[src/rtl/mem_access_unit.sv]
// Load/store unit between a decoded memory command and a 32-bit word memory.
// Doubles take two beats; byte and word loads are extended into a 64-bit result.
module mem_access_unit #(
    parameter int ACK_TIMEOUT = 255
) (
    input  logic        clk,
    input  logic        reset,
    input  logic        req_valid,
    input  logic [1:0]  memwrite,
    input  logic        memread,
    input  logic [2:0]  readtype,
    input  logic [31:0] addr,
    input  logic [63:0] wdata,
    output logic [63:0] rdata,
    output logic        done,
    output logic        err,
    output logic        busy,
    output logic        mem_req,
    output logic        mem_we,
    output logic [31:0] mem_addr,
    output logic [31:0] mem_wdata,
    output logic [3:0]  mem_be,
    input  logic        mem_ack,
    input  logic [31:0] mem_rdata,
    output logic [1:0]  dbg_state
);

    // Handshake: mem_req is the valid and mem_ack the ready. A beat transfers on
    // a rising edge with both high; until then the beat fields hold steady, and
    // mem_ack seen without mem_req has no effect.

    typedef enum logic [1:0] {IDLE = 2'd0, ACC_LO = 2'd1, ACC_HI = 2'd2, RESP = 2'd3} state_t;

    localparam logic [1:0] SZ_BYTE = 2'd0;
    localparam logic [1:0] SZ_WORD = 2'd1;
    localparam logic [1:0] SZ_DBL  = 2'd2;

    localparam int CW = (ACK_TIMEOUT > 1) ? $clog2(ACK_TIMEOUT + 1) : 1;
    localparam logic [CW-1:0] TO_LAST = CW'((ACK_TIMEOUT > 0) ? ACK_TIMEOUT - 1 : 0);

    state_t        state_q, state_d;
    logic [31:0]   addr_q, addr_d;
    logic [63:0]   wdata_q, wdata_d;
    logic          write_q, write_d;
    logic [1:0]    size_q, size_d;
    logic          signed_q, signed_d;
    logic          err_q, err_d;
    logic [31:0]   lo_q, lo_d;
    logic [63:0]   rdata_q, rdata_d;
    logic [CW-1:0] cnt_q, cnt_d;

    logic       is_store, start, req_bad, req_signed;
    logic [1:0] req_size;
    logic       beat_ack, timeout;
    logic [7:0] lane_byte;
    logic [31:0] lane_shift;
    logic [31:0] base_addr;

    // Command decode; a store wins when memwrite and memread arrive together.
    always_comb begin
        is_store   = (memwrite != 2'b00);
        start      = req_valid && (is_store || memread);
        req_size   = SZ_WORD;
        req_signed = 1'b0;
        if (is_store) begin
            case (memwrite)
                2'b10:   req_size = SZ_BYTE;
                2'b11:   req_size = SZ_DBL;
                default: req_size = SZ_WORD;
            endcase
        end else begin
            case (readtype)
                3'b010, 3'b011: req_size = SZ_BYTE;
                3'b100:         req_size = SZ_DBL;
                default:        req_size = SZ_WORD;
            endcase
            req_signed = (readtype == 3'b000) || (readtype == 3'b010);
        end
        req_bad = (!is_store && (readtype > 3'b100))
               || ((req_size == SZ_WORD) && (addr[1:0] != 2'b00))
               || ((req_size == SZ_DBL) && (addr[2:0] != 3'b000));
    end

    assign beat_ack = mem_req && mem_ack;
    assign timeout  = (ACK_TIMEOUT != 0) && mem_req && !mem_ack && (cnt_q == TO_LAST);

    always_ff @(posedge clk or negedge reset) begin
        if (!reset) begin
            state_q  <= IDLE;
            addr_q   <= '0;
            wdata_q  <= '0;
            write_q  <= 1'b0;
            size_q   <= SZ_BYTE;
            signed_q <= 1'b0;
            err_q    <= 1'b0;
            lo_q     <= '0;
            rdata_q  <= '0;
            cnt_q    <= '0;
        end else begin
            state_q  <= state_d;
            addr_q   <= addr_d;
            wdata_q  <= wdata_d;
            write_q  <= write_d;
            size_q   <= size_d;
            signed_q <= signed_d;
            err_q    <= err_d;
            lo_q     <= lo_d;
            rdata_q  <= rdata_d;
            cnt_q    <= cnt_d;
        end
    end

    always_comb begin
        state_d = state_q;
        case (state_q)
            IDLE: begin
                if (start) state_d = req_bad ? RESP : ACC_LO;
            end
            ACC_LO: begin
                if (beat_ack)     state_d = (size_q == SZ_DBL) ? ACC_HI : RESP;
                else if (timeout) state_d = RESP;
            end
            ACC_HI: begin
                if (beat_ack || timeout) state_d = RESP;
            end
            default: state_d = IDLE;
        endcase
    end

    // Datapath: command latch, watchdog, load assembly and extension.
    always_comb begin
        addr_d     = addr_q;
        wdata_d    = wdata_q;
        write_d    = write_q;
        size_d     = size_q;
        signed_d   = signed_q;
        err_d      = err_q;
        lo_d       = lo_q;
        rdata_d    = rdata_q;
        cnt_d      = '0;
        lane_shift = mem_rdata >> {addr_q[1:0], 3'b000};
        lane_byte  = lane_shift[7:0];
        if (state_q == IDLE && start) begin
            addr_d   = addr;
            wdata_d  = wdata;
            write_d  = is_store;
            size_d   = req_size;
            signed_d = req_signed;
            err_d    = req_bad;
        end
        if (mem_req && (state_d == state_q) && (ACK_TIMEOUT != 0)) begin
            cnt_d = cnt_q + 1'b1;
        end
        if (timeout) err_d = 1'b1;
        if (beat_ack && !write_q) begin
            if (state_q == ACC_HI) begin
                rdata_d = {mem_rdata, lo_q};
            end else begin
                case (size_q)
                    SZ_BYTE: rdata_d = signed_q ? {{56{lane_byte[7]}}, lane_byte} : {56'd0, lane_byte};
                    SZ_WORD: rdata_d = signed_q ? {{32{mem_rdata[31]}}, mem_rdata} : {32'd0, mem_rdata};
                    default: lo_d    = mem_rdata;
                endcase
            end
        end
    end

    always_comb begin
        base_addr = {addr_q[31:2], 2'b00};
        mem_req   = (state_q == ACC_LO) || (state_q == ACC_HI);
        busy      = (state_q != IDLE);
        done      = (state_q == RESP);
        err       = (state_q == RESP) && err_q;
        mem_we    = mem_req && write_q;
        mem_addr  = 32'd0;
        mem_be    = 4'b0000;
        mem_wdata = 32'd0;
        if (state_q == ACC_LO) mem_addr = base_addr;
        if (state_q == ACC_HI) mem_addr = base_addr + 32'd4;
        if (mem_req) mem_be = (size_q == SZ_BYTE) ? (4'b0001 << addr_q[1:0]) : 4'b1111;
        if (mem_we) begin
            if (size_q == SZ_BYTE)       mem_wdata = {4{wdata_q[7:0]}};
            else if (state_q == ACC_HI)  mem_wdata = wdata_q[63:32];
            else                         mem_wdata = wdata_q[31:0];
        end
    end

    assign rdata     = rdata_q;
    assign dbg_state = state_q;

endmodule
[config.mk]
export PLATFORM = sky130hd
export DESIGN_NAME = mem_access_unit
export DESIGN_NICKNAME = d
export VERILOG_FILES = /design/src/rtl/mem_access_unit.sv
export SDC_FILE = /design/constraint.sdc
export NUM_CORES = 1
export LEC_CHECK = 0
export BUFFER_PORTS_ARGS = -buffer_cell sky130_fd_sc_hd__buf_2
export CAP_MARGIN = 20
export CORE_MARGIN = 2
export CORE_UTILIZATION = 30
export CTS_CLUSTER_SIZE = 16
export DETAILED_ROUTE_END_ITERATION = 12
export GPL_TIMING_DRIVEN = 0
export PLACE_DENSITY_LB_ADDON = 0.08
export SLEW_MARGIN = 10
export SYNTH_ARGS = -nofsm -noshare
export SYNTH_HDL_FRONTEND = slang
export SYNTH_SLANG_ARGS = --single-unit
[constraint.sdc]
create_clock -name clk -period 2.2 [get_ports clk]
set_input_delay 0.11 -clock clk [delete_from_list [all_inputs] [get_ports clk]]
set_output_delay 0.11 -clock clk [all_outputs]
set_load 0.02 [all_outputs]
-- Word level (Yosys, flattened, before mapping)
Index checks and enable logic that the tools add are counted.
- $add $sub $neg: 2
- magnitude comparators: 1
- equal/unequal tests: 14
- shifts and indexed selects: 2
- multiplexer cells: 25
- bitwise gates (word level): 2
- reduce and logical (&&, ||, !) cells: 34
- operator list (kind ; number):
    two-way mux 64 bit ; 3
    two-way mux 32 bit ; 5
    case mux 64 bit (2 select lines) ; 1
    adder 32 x 3 -> 32 bit (second input constant) ; 1
    >> shifter 32 x 5 -> 8 bit ; 1
    == test 2 bit (second input constant) ; 6
    logical AND 1 bit ; 12
    two-way mux 2 bit ; 6
    adder 8 x 1 -> 8 bit (second input constant) ; 1
    == test 8 bit (second input constant) ; 1
    two-way mux 4 bit ; 2
    two-way mux 8 bit ; 1
    case mux 2 bit (2 select lines) ; 2
    nonzero test 2 bit ; 4
    == test 2 x 1 -> 1 bit (second input constant) ; 3
    == test 3 x 2 -> 1 bit (second input constant) ; 2
    logical OR 1 bit ; 6
    case mux 2 bit (3 select lines) ; 1
    nonzero test 3 bit ; 2
    zero test 2 bit ; 2
    two-way mux 1 bit ; 4
    OR reduction 2 bit ; 2
    left shift 1 x 2 -> 4 bit (first input constant) ; 1
    == test 3 bit (second input constant) ; 1
    other kinds (7) ; 10
- register bits: 207
- input bits: 138
- output and inout bits: 139
- logic and storage cells: 90

-- Depth between registers and ports, before layout
Gate-level depths: netlist of run 1.
- depth after elaboration: 14
- gate-level depth with buffers: 9
- depth with buffers taken out: 7

-- Worst setup path after synthesis of run 1
OpenSTA, ideal clock, no wires.
- path type: register to register
- start: register state_q[1] (netlist: dbg_state[1])
- end: register rdata_q[11] (netlist: rdata[11])
- setup time: 129 ps
- data arrival time: 2380 ps
- required time: 2071 ps
- slack: -308 ps
- cell stages (with the launch flop): 10
- buffers on the path: 3
- clock period less this slack: 2508 ps
- cell sequence: dfrtp_1 inv_1 ha_1 buf_2 nand2_1 or3_1 buf_2 a211oi_4 buf_6 a22oi_1
- longest elaborated chain between the ends: 5
- elaborated cells on any way between the ends: 8
- classes of those cells: 2 x eq/ne; 1 x mux; 5 x reduce/logical
- RTL lines (what ; line ; text):
    from (decl) ; 41 ; state_t state_q, state_d;
    from (signal assigned) ; 100 ; state_q <= state_d;
    == test 2 x 1 -> 1 bit or == test 2 bit (tied branches) ; 170 ; mem_req = (state_q == ACC_LO) || (state_q == ACC_HI);
    logical OR 1 bit * ; 170 ;
    net mem_req ; 18 ; output logic mem_req,
    logical AND 1 bit * ; 84 ; assign beat_ack = mem_req && mem_ack;
    logical AND 1 bit * ; 155 ; if (beat_ack && !write_q) begin
    AND reduction 2 bit (no source line) * ; n/a ;
    to (signal assigned) ; 108 ; rdata_q <= rdata_d;
    to (decl) ; 49 ; logic [63:0] rdata_q, rdata_d;
The timed path passes the listed nets; every way through them passes the cells marked *.
A chain may end at the register's enable or synchronous reset.

-- Worst setup path after layout of run 1
- start: register state_q[0] (netlist: dbg_state[0])
- end: output port mem_addr[31]
- longest elaborated chain between the ends: 3
- elaborated cells on any way between the ends: 4
- classes of those cells: 2 x eq/ne; 2 x mux
- RTL lines (what ; line ; text):
    == test 2 x 1 -> 1 bit ; 178 ; if (state_q == ACC_LO) mem_addr = base_addr;
    two-way mux 32 bit ; 178 ;
    two-way mux 32 bit * ; 179 ; if (state_q == ACC_HI) mem_addr = base_addr + 32'd4;
    to (decl) ; 20 ; output logic [31:0] mem_addr,
Mark *: on every way between the ends. The rest lies on a longest branch, timed or not.

==> results of run 1 <==
-- power breakdown --
group | switching (mW) | internal [mW]
Sequential | 1.32 | 5.45
Clock | 1.67 | 2.57
Combinational | 7.54 | 6.18
Total | 10.5 | 14.2
-- cells by family (layout without fill, tap and decap cells) --
family,count (synthesis),in the layout,synth area share (%)
buffers and inverters,90,609,3.91
DFF,207,207,50.7
AOI/OAI and AO/OA,196,196,11.9
xor gates and xnor gates,6,6,0.515
and+or+nand+nor,383,384,16.5
other,1,3,0.0367
muxes,145,145,15.6
adders and majority gates,7,7,0.858
-- worst register-to-register path: cells and delay by family, from the launching register on --
kind | cells | cell delay [ns]
fa+ha+maj | 1 | 0.30
mux | 1 | 0.35
buf+inv | 4 | 0.57
flops | 1 | 0.40
simple gates | 2 | 0.36
-- cell usage in the layout (no fill, tap or decap), types with 6 or more instances in the layout --
cell / count
o21ai_0: 44
nand4_1: 12
nand3_2: 9
a31oi_1: 11
buf_8: 6
buf_12: 8
inv_1: 13
dfrtp_1: 197
buf_4: 94
nand3_1: 64
a21oi_1: 30
buf_2: 226
nand2_1: 192
clkbuf_1: 17
o211ai_1: 7
buf_16: 6
a311oi_1: 7
dlygate4sd3_1: 135
mux2i_2: 6
mux2i_1: 34
o311ai_1: 8
a22oi_1: 24
nor2_1: 35
nand2_2: 10
o31ai_2: 6
o21ai_2: 8
clkbuf_2: 9
mux2_2: 99
clkbuf_16: 31
dfrtp_2: 10
buf_6: 40
clkbuf_8: 8
nand2_4: 11
a21oi_2: 21
-- state kept, by name, summed over array words and instances, names as in the netlist --
name / count
signed_q: 1
wdata_q: 64
size_q: 2
err_q: 1
dbg_state: 2
addr_q: 32
lo_q: 32
cnt_q: 8
rdata: 64
write_q: 1
-- how the worst max path moves through the flow --
stage	startpoint	to	slack [ns]
finish	dbg_state[0]	mem_addr[31]	-0.27
global route	dbg_state[0]	mem_addr[31]	-0.37
CTS	dbg_state[0]	mem_addr[31]	-0.32
detailed placement	dbg_state[0]	mem_addr[3]	-0.99
global placement	reset	dbg_state[1]	-3.42
floorplan	dbg_state[0]	mem_addr[19]	-0.11
-- layout make-up --
type | count | area [um^2] | share of cell area (%)
Multi-Input combinational cell | 740 | 5400 | 33.0
Clock inverter | 5 | 50.0 | 0.305
Tap cell | 448 | 561 | 3.42
Inverter | 17 | 81.3 | 0.496
Sequential cell | 207 | 5190 | 31.7
Antenna cell | 1 | 2.50 | 0.0153
Timing Repair Buffer | 482 | 3760 | 22.9
Timing Repair inverter | 1 | 8.76 | 0.0535
Buffer | 65 | 539 | 3.29
Clock buffer | 39 | 791 | 4.83
-- through the flow --
stage               cell area (um^2)  util (%)  total power [mW]  hold slack, ns
floorplan                      10200         -              12.8          -0.186
global placement               12200      36.3              16.4           0.301
detailed placement             12200      36.5              16.5           0.187
CTS                            15800      47.1              24.0          0.0225
global route                   16400      48.9              26.2          0.0360
finish                         16400      48.9              24.7          0.0473
-- per-layer routing --
| metal | vias up | GRT usage, % |
|---|---|---|
| li1 | 4673 | - |
| met1 | 4729 | 27.8 |
| met2 | 310 | 35.4 |
| met3 | 47 | 4.28 |
| met4 | 2 | 5.17 |
| met5 | - | 0 |
-- repair_timing --
action	4_1_cts	5_1_grt
gates resized for setup	260	139
setup buffers	47	19
hold buffers	135	0
setup endpoints to repair	256	129
pin swaps	46	49
hold endpoints to repair	269	0
cloned	8	1
==> impl_results.md, run 1 <==
- Outcome: finished, violations left
- Failing checks: setup timing
- Power Density: 1510 mW/mm^2
- Global route total overflow: 0
- Most common cell in the synthesized netlist: nand2_1
- Bufs and invs on worst path: 2
- HPWL Detailed: around 26000 um
- Post-route DRC: 0
- Top-Level Pins: 277
- Max-slew violation count: 0
- Crit path cell chain: inv_4 > ha_4 > nand2_4 > nor3_4 > and3_4 > or3b_4 > mux2i_2 > buf_4
- Reg2Reg Launch Point: dbg_state[1]
- Skew final: roughly 0.0070 ns
- CP Launch Type: flip-flop
- TritonRoute pass-1 iters: 5
- Crit Path Max Fanout: 4
- Fillers: ~3200
- Fin nets: 1685
- Detailed Route Iter0 Violations: approximately 450
- Clock Sinks: around 210
- Filler-free cell count of the finished design: ~2000
- Max incr delay on CP: approximately 0.42 ns
- Clock Latency Late Sink: ~0.53 ns
- Slew of the pin with the lowest slew margin: ~0.69 ns
- Yosys Warn Count: 0
- Initial antenna violation count: 2
- CP Capture Type: output port
- First-pass GRT wire length: approximately 58000 um
- Main flop type after synthesis: dfrtp_1
- CP delay by family, top: simple AND/OR/NAND/NOR gates
- WP data arrival: roughly 2.4 ns
- Final hold violations: 0
- RSZ-0062 raised after global routing: yes
- Hold Startpoint: memwrite[0]
- WL/cell: roughly 19 um
- Largest net degree at the start of global routing: 86
- Layout area overhead: 60.5%
- All-Layer GR Usage: between 20% and 30%
- Vias: 9761
- Post-Synthesis Cells: ~1000
- R2R setup slack: about 0.090 ns
- Cell variety after synth: 54
- Post-synth ARST share: 100%
- Max cap viols: 0
- Crit Reg-Reg Endpoint: lo_q[26]
- Hold path depth: 3
- Peak supply drop: 0.948 mV
- Final Worst Setup Slack: -0.266 ns
- Metal3 WL: 2420 um
- Vias in the first global route: approximately 10000
- GP Congestion: about 0.80
- Register area share after synthesis: between 50% and 60%
- Initial core utilization: between 30% and 40%
- WP depth: 8
- R2R depth: 8
- Fin crit period: between 2 and 2.5 ns
- Max Clk Rate: just over 0.4 GHz
- WHS Endpoint: write_q
- Post-Place Setup Slack: -0.993 ns
- Port Buf Inserts: ~270
- CTS tree: done
- Commonest cells post-synth: nand2_1, dfrtp_1, mux2_2
- CP max stage cell: dfrtp_2
- Synth area leaders: dfrtp_1, mux2_2, nand2_1
- WP data required: around 2.1 ns
- Met2 WL: approximately 18000 um
- Top Layer Used: met5
- Die Footprint: around 0.036 mm^2
- Max clock buf depth: 3
- Share of layout cells above drive strength 1: a little over two fifths
- Slew margin rel.: between 50% and 60%
- Final period util: 112%
- Final WL: roughly 38000 um
- Antenna-violating nets left: 0
- Static Leak: 7.60 nW
- M1 WL: 16600 um
- Die Width: 188 um
- Row count: 67
- Setup TNS: -5.91 ns
- Post-synth EDFFs: 0
- Synth top area share: 50.7%
- Yosys top cell by area: dfrtp_1
- H-tree lvl count: 1
- Reg clk slew, reported paths: 0.06 ns
- Critical path class: flip-flop to output port
- CTS root buf: clkbuf_16
- Total CTS buffers: 26
- Hold Path Class: primary input to flip-flop
- FF+latch count, synth: between 200 and 250
- Dpl cells: ~1800
- Core Footprint: 0.0335 mm^2
- Endpoints failing setup: 50
- Post-Synthesis Mean Instance Area: between 9 and 10 um^2
- Post-Syn Area: between 0.01 and 0.015 mm^2
- Die Height: around 190 um
- Via density: 4.87
No activity file was read; power rests on OpenSTA's default activity.
==> run 2: changes to the inputs <==
ABC_AREA = 1   (was default)
==> run 2 against run 1 <==
Against the previous run:
- the flow still finishes with violations (setup timing)
- sequential share of layout area down 1.1 points
- largest cell class unchanged
- final area up 3.4%
- core utilization up 0.56 points
- via count up 14%
- die area up 1.6%
- sequential power up 0.9%
- critical endpoint is now mem_addr[21]
==> impl_results.md, run 2 <==
- GR Util met1: 29.5% (was 27.8%)
- Final period util: 115% (was 112%)
- GP Congestion: 0.839 (was 0.804)
- Die Footprint: 0.0361 mm^2 (was 0.0355 mm^2)
- Share of layout cells above drive strength 1: 35.7% (was 43.3%)
- Post-Synthesis Mean Instance Area: 7.64 um^2 (was 9.86 um^2)
- Endpoints failing setup: 67 (was 50)
- Die Width: 190 um (was 188 um)
- Fin nets: 2012 (was 1685)
- Vias in the first global route: 10692 (was 10066)
- Outcome: finished, violations left (unchanged)
- Crit path cell chain: inv_2 > ha_4 > nand2_2 > nor2_4 > nand4_4 > nor2_4 > nand2_2 > nor2_4 > nand2_4 > nor2_4 > nand2_1 > o21a_1 > buf_2 (was inv_4 > ha_4 > nand2_4 > nor3_4 > and3_4 > or3b_4 > mux2i_2 > buf_4)
- FF+latch count, synth: 207 (unchanged)
- Post-synth EDFFs: 0 (unchanged)
- H-tree lvl count: 1 (unchanged)
- Top-Level Pins: 277 (unchanged)
- Failing checks: setup timing (unchanged)
- Hold Path Class: primary input to async pin (was primary input to flip-flop)
- Row count: 68 (was 67)
- Detailed Route Iter0 Violations: 471 (was 445)
- Post-route DRC: 0 (unchanged)
- Initial antenna violation count: 1 (was 2)
- Commonest non-fill, non-tap cells in the layout: nand2_1, buf_2, dfrtp_1 (was buf_2, dfrtp_1, nand2_1)
- Final hold violations: 0 (unchanged)
- R2R setup slack: -0.07 ns (was 0.09 ns)
- Post-synth ARST share: 100% (unchanged)
- WP data arrival: 2.41 ns (was 2.36 ns)
- Post-Layout Inst Area: 0.0169 mm^2 (was 0.0164 mm^2)
- Critical path class: flip-flop to output port (unchanged)
- Total CTS buffers: 26 (unchanged)
- Global route total overflow: 0 (unchanged)
- Met2 Track Usage GR: 36.3% (was 35.4%)
- Max clock buf depth: 3 (unchanged)
- TritonRoute pass-1 iters: 5 (unchanged)
- Yosys top cell by area: dfrtp_1 (unchanged)
- Cell Area, Placed: 0.0124 mm^2 (was 0.0122 mm^2)
- GR Util met3: 2.90% (was 4.28%)
- Final WL: 41400 um (was 38200 um)
- Reg clk slew, reported paths: 0.06 ns (about the same)
- Crit-path most repeated cell: nor2_4
- All-Layer GR Usage: 21.9% (was 21.1%)
- Final Worst Setup Slack: -0.321 ns (was -0.266 ns)
- Fin crit period: 2.52 ns (was 2.47 ns)
- Clock Sinks: 207 (unchanged)
- Setup TNS: -11.98 ns (was -5.91 ns)
- Commonest cells post-synth: nand2_1, dfrtp_1, a21oi_1 (was nand2_1, dfrtp_1, mux2_2)
- CP max stage cell: dfrtp_1 (was dfrtp_2)
- Largest net degree at the start of global routing: 96 (was 86)
- Skew final: 0.00724 ns (was 0.00701 ns)
- Yosys Warn Count: 0 (unchanged)
- Power Density: 1530 mW/mm^2 (was 1510 mW/mm^2)
- CTS tree: done (unchanged)
- HPWL Detailed: 28900 um (was 26300 um)
- Antenna-violating nets left: 0 (unchanged)
- Via density: 4.74 (was 4.87)
- Crit Reg-Reg Endpoint: cnt_q[2] (was lo_q[26])
- RSZ-0062 raised after global routing: yes (unchanged)
- Die Height: 190 um (was 188 um)
- Slew margin rel.: 54.6% (was 54.0%)
- CP Launch Type: flip-flop (unchanged)
- Main flop type after synthesis: dfrtp_1 (unchanged)
- Max Clk Rate: 0.397 GHz (was 0.405 GHz)
- CP Capture Type: output port (unchanged)
- Synth top area share: 50.0% (was 50.7%)
- Peak supply drop: 0.731 mV (was 0.948 mV)
- Max incr delay on CP: 0.39 ns (was 0.42 ns)
- WL/cell: 17.7 um (was 19.1 um)
- First-pass GRT wire length: 61200 um (was 58400 um)
- Commonest non-fill, non-tap cell in the layout: nand2_1 (was buf_2)
- Crit Path Max Fanout: 5 (was 4)
- Initial core utilization: 30.2% (was 30.4%)
- Static Leak: 8.12 nW (was 7.60 nW)
- Synth area leaders: dfrtp_1, nand2_1, a21oi_1 (was dfrtp_1, mux2_2, nand2_1)
- Core Footprint: 0.0343 mm^2 (was 0.0335 mm^2)
- Post-Syn Area: 0.0104 mm^2 (was 0.0102 mm^2)
- WP data required: 2.09 ns (about the same)
- Most used routing layer: met2 (unchanged)
- Clock Latency Late Sink: 0.53 ns (about the same)
- Slew of the pin with the lowest slew margin: 0.681 ns (was 0.689 ns)
- Port Buf Inserts: 274 (unchanged)
- Layout area overhead: 63.4% (was 60.5%)
- Register area share after synthesis: 50.0% (was 50.7%)
- Reg2Reg Launch Point: dbg_state[0] (was dbg_state[1])
- Max cap viols: 0 (unchanged)
- Max-slew violation count: 0 (unchanged)
- CTS root buf: clkbuf_16 (unchanged)
- Most common cell in the synthesized netlist: nand2_1 (unchanged)
- Cell variety after synth: 37 (was 54)
- Vias: 11082 (was 9761)
- R2R depth: 16 (was 8)
- Post-Synthesis Cells: 1357 (was 1035)
run 2: cell types whose count changed in the layout (fill, tap and decap cells not counted), moves of 22 or more:
cell     delta
nand2_1   +175
inv_1     +102
mux2_2     -98
a21oi_1    +72
o21ai_0    +57
nor2_1     +50
nand3_1    -38
a21oi_2    +36
mux2i_1    -34
buf_6      +26
a22oi_1    -23
o21ai_2    +22
run 2: per-layer routing:
| metal | up-vias | part of all wire [%] | wire length (um) |
|---|---|---|---|
| met5 | - | 0 | 0 |
| met4 | 0 | 3.2 | 1330 |
| met3 | 69 | 4.4 | 1820 |
| met2 | 300 | 48 | 19700 |
| met1 | 5295 | 45 | 18500 |
| li1 | 5418 | - | - |
run 2: cell families after synthesis:
group           Yosys count  synth area share, %
compound gates          358                 17.9
xor+xnor                  9                0.760
fa+ha+maj                 7                0.845
buf+inv                 202                 7.70
flops                   207                 50.0
mux                       1                0.109
other cells               1               0.0362
simple gates            572                 22.7
run 2: repair_timing:
| item | 4_1_cts | 5_1_grt |
|---|---|---|
| pin swaps | 30 | 71 |
| hold buffers | 134 | 0 |
| gates resized for setup | 221 | 345 |
| gates cloned | 2 | 4 |
| setup buffers | 39 | 36 |
| setup endpoints to repair | 264 | 179 |
| hold endpoints to repair | 294 | 0 |
run 2: worst max-delay path by stage:
stage,startpoint,endpoint,slack [ns],cells after the start
after floorplan,dbg_state[1],rdata[33],0.04,9
after global placement,reset,wdata_q[19],-2.99,1
after detailed placement,dbg_state[0],mem_wdata[10],-1.02,8
after CTS,dbg_state[0],mem_addr[30],-0.44,13
after global routing,dbg_state[0],mem_addr[30],-0.48,13
final,dbg_state[0],mem_addr[21],-0.32,13
run 2: area by class of cell:
| type | instances | area (um^2) |
|---|---|---|
| Clock buffer | 36 | 759 |
| Clock inverter | 9 | 97.6 |
| Antenna cell | 1 | 2.50 |
| Timing Repair Buffer | 485 | 3810 |
| Tap cell | 455 | 569 |
| Fill cell | 3428 | 17300 |
| Sequential cell | 207 | 5190 |
| Inverter | 128 | 504 |
| Multi-Input combinational cell | 949 | 5460 |
| Buffer | 70 | 547 |
run 2: where the power goes:
part           internal, mW  total [mW]  switching [mW]
sequential             5.59        6.82            1.23
clock                  2.62        4.35            1.73
combinational          5.82        14.7            8.87
run 2: per-stage QoR:
step / setup slack [ns] / hold WS [ns] / util (%) / std cells / total power [mW]
2_1_floorplan: 0.0352 / -0.186 / - / 1358 / 13.0
3_3_place_gp: -2.99 / 0.313 / 35.9 / 2087 / 16.8
3_5_place_dp: -1.02 / -0.0207 / 36.1 / 2089 / 16.9
4_1_cts: -0.443 / 0.00387 / 45.5 / 2304 / 23.4
5_1_grt: -0.480 / 0.0254 / 49.4 / 2340 / 27.4
6_report: -0.321 / 0.0177 / 49.4 / 2340 / 25.9
run 2: critical path: cells and delay by family, from the launching register on:
kind	cells	cell delay [ns]
buffers and inverters	2	0.25
adder cells (fa/ha/maj)	1	0.20
AO/OA/AOI/OAI	1	0.10
flip-flops	1	0.39
AND/OR/NAND/NOR	9	0.95
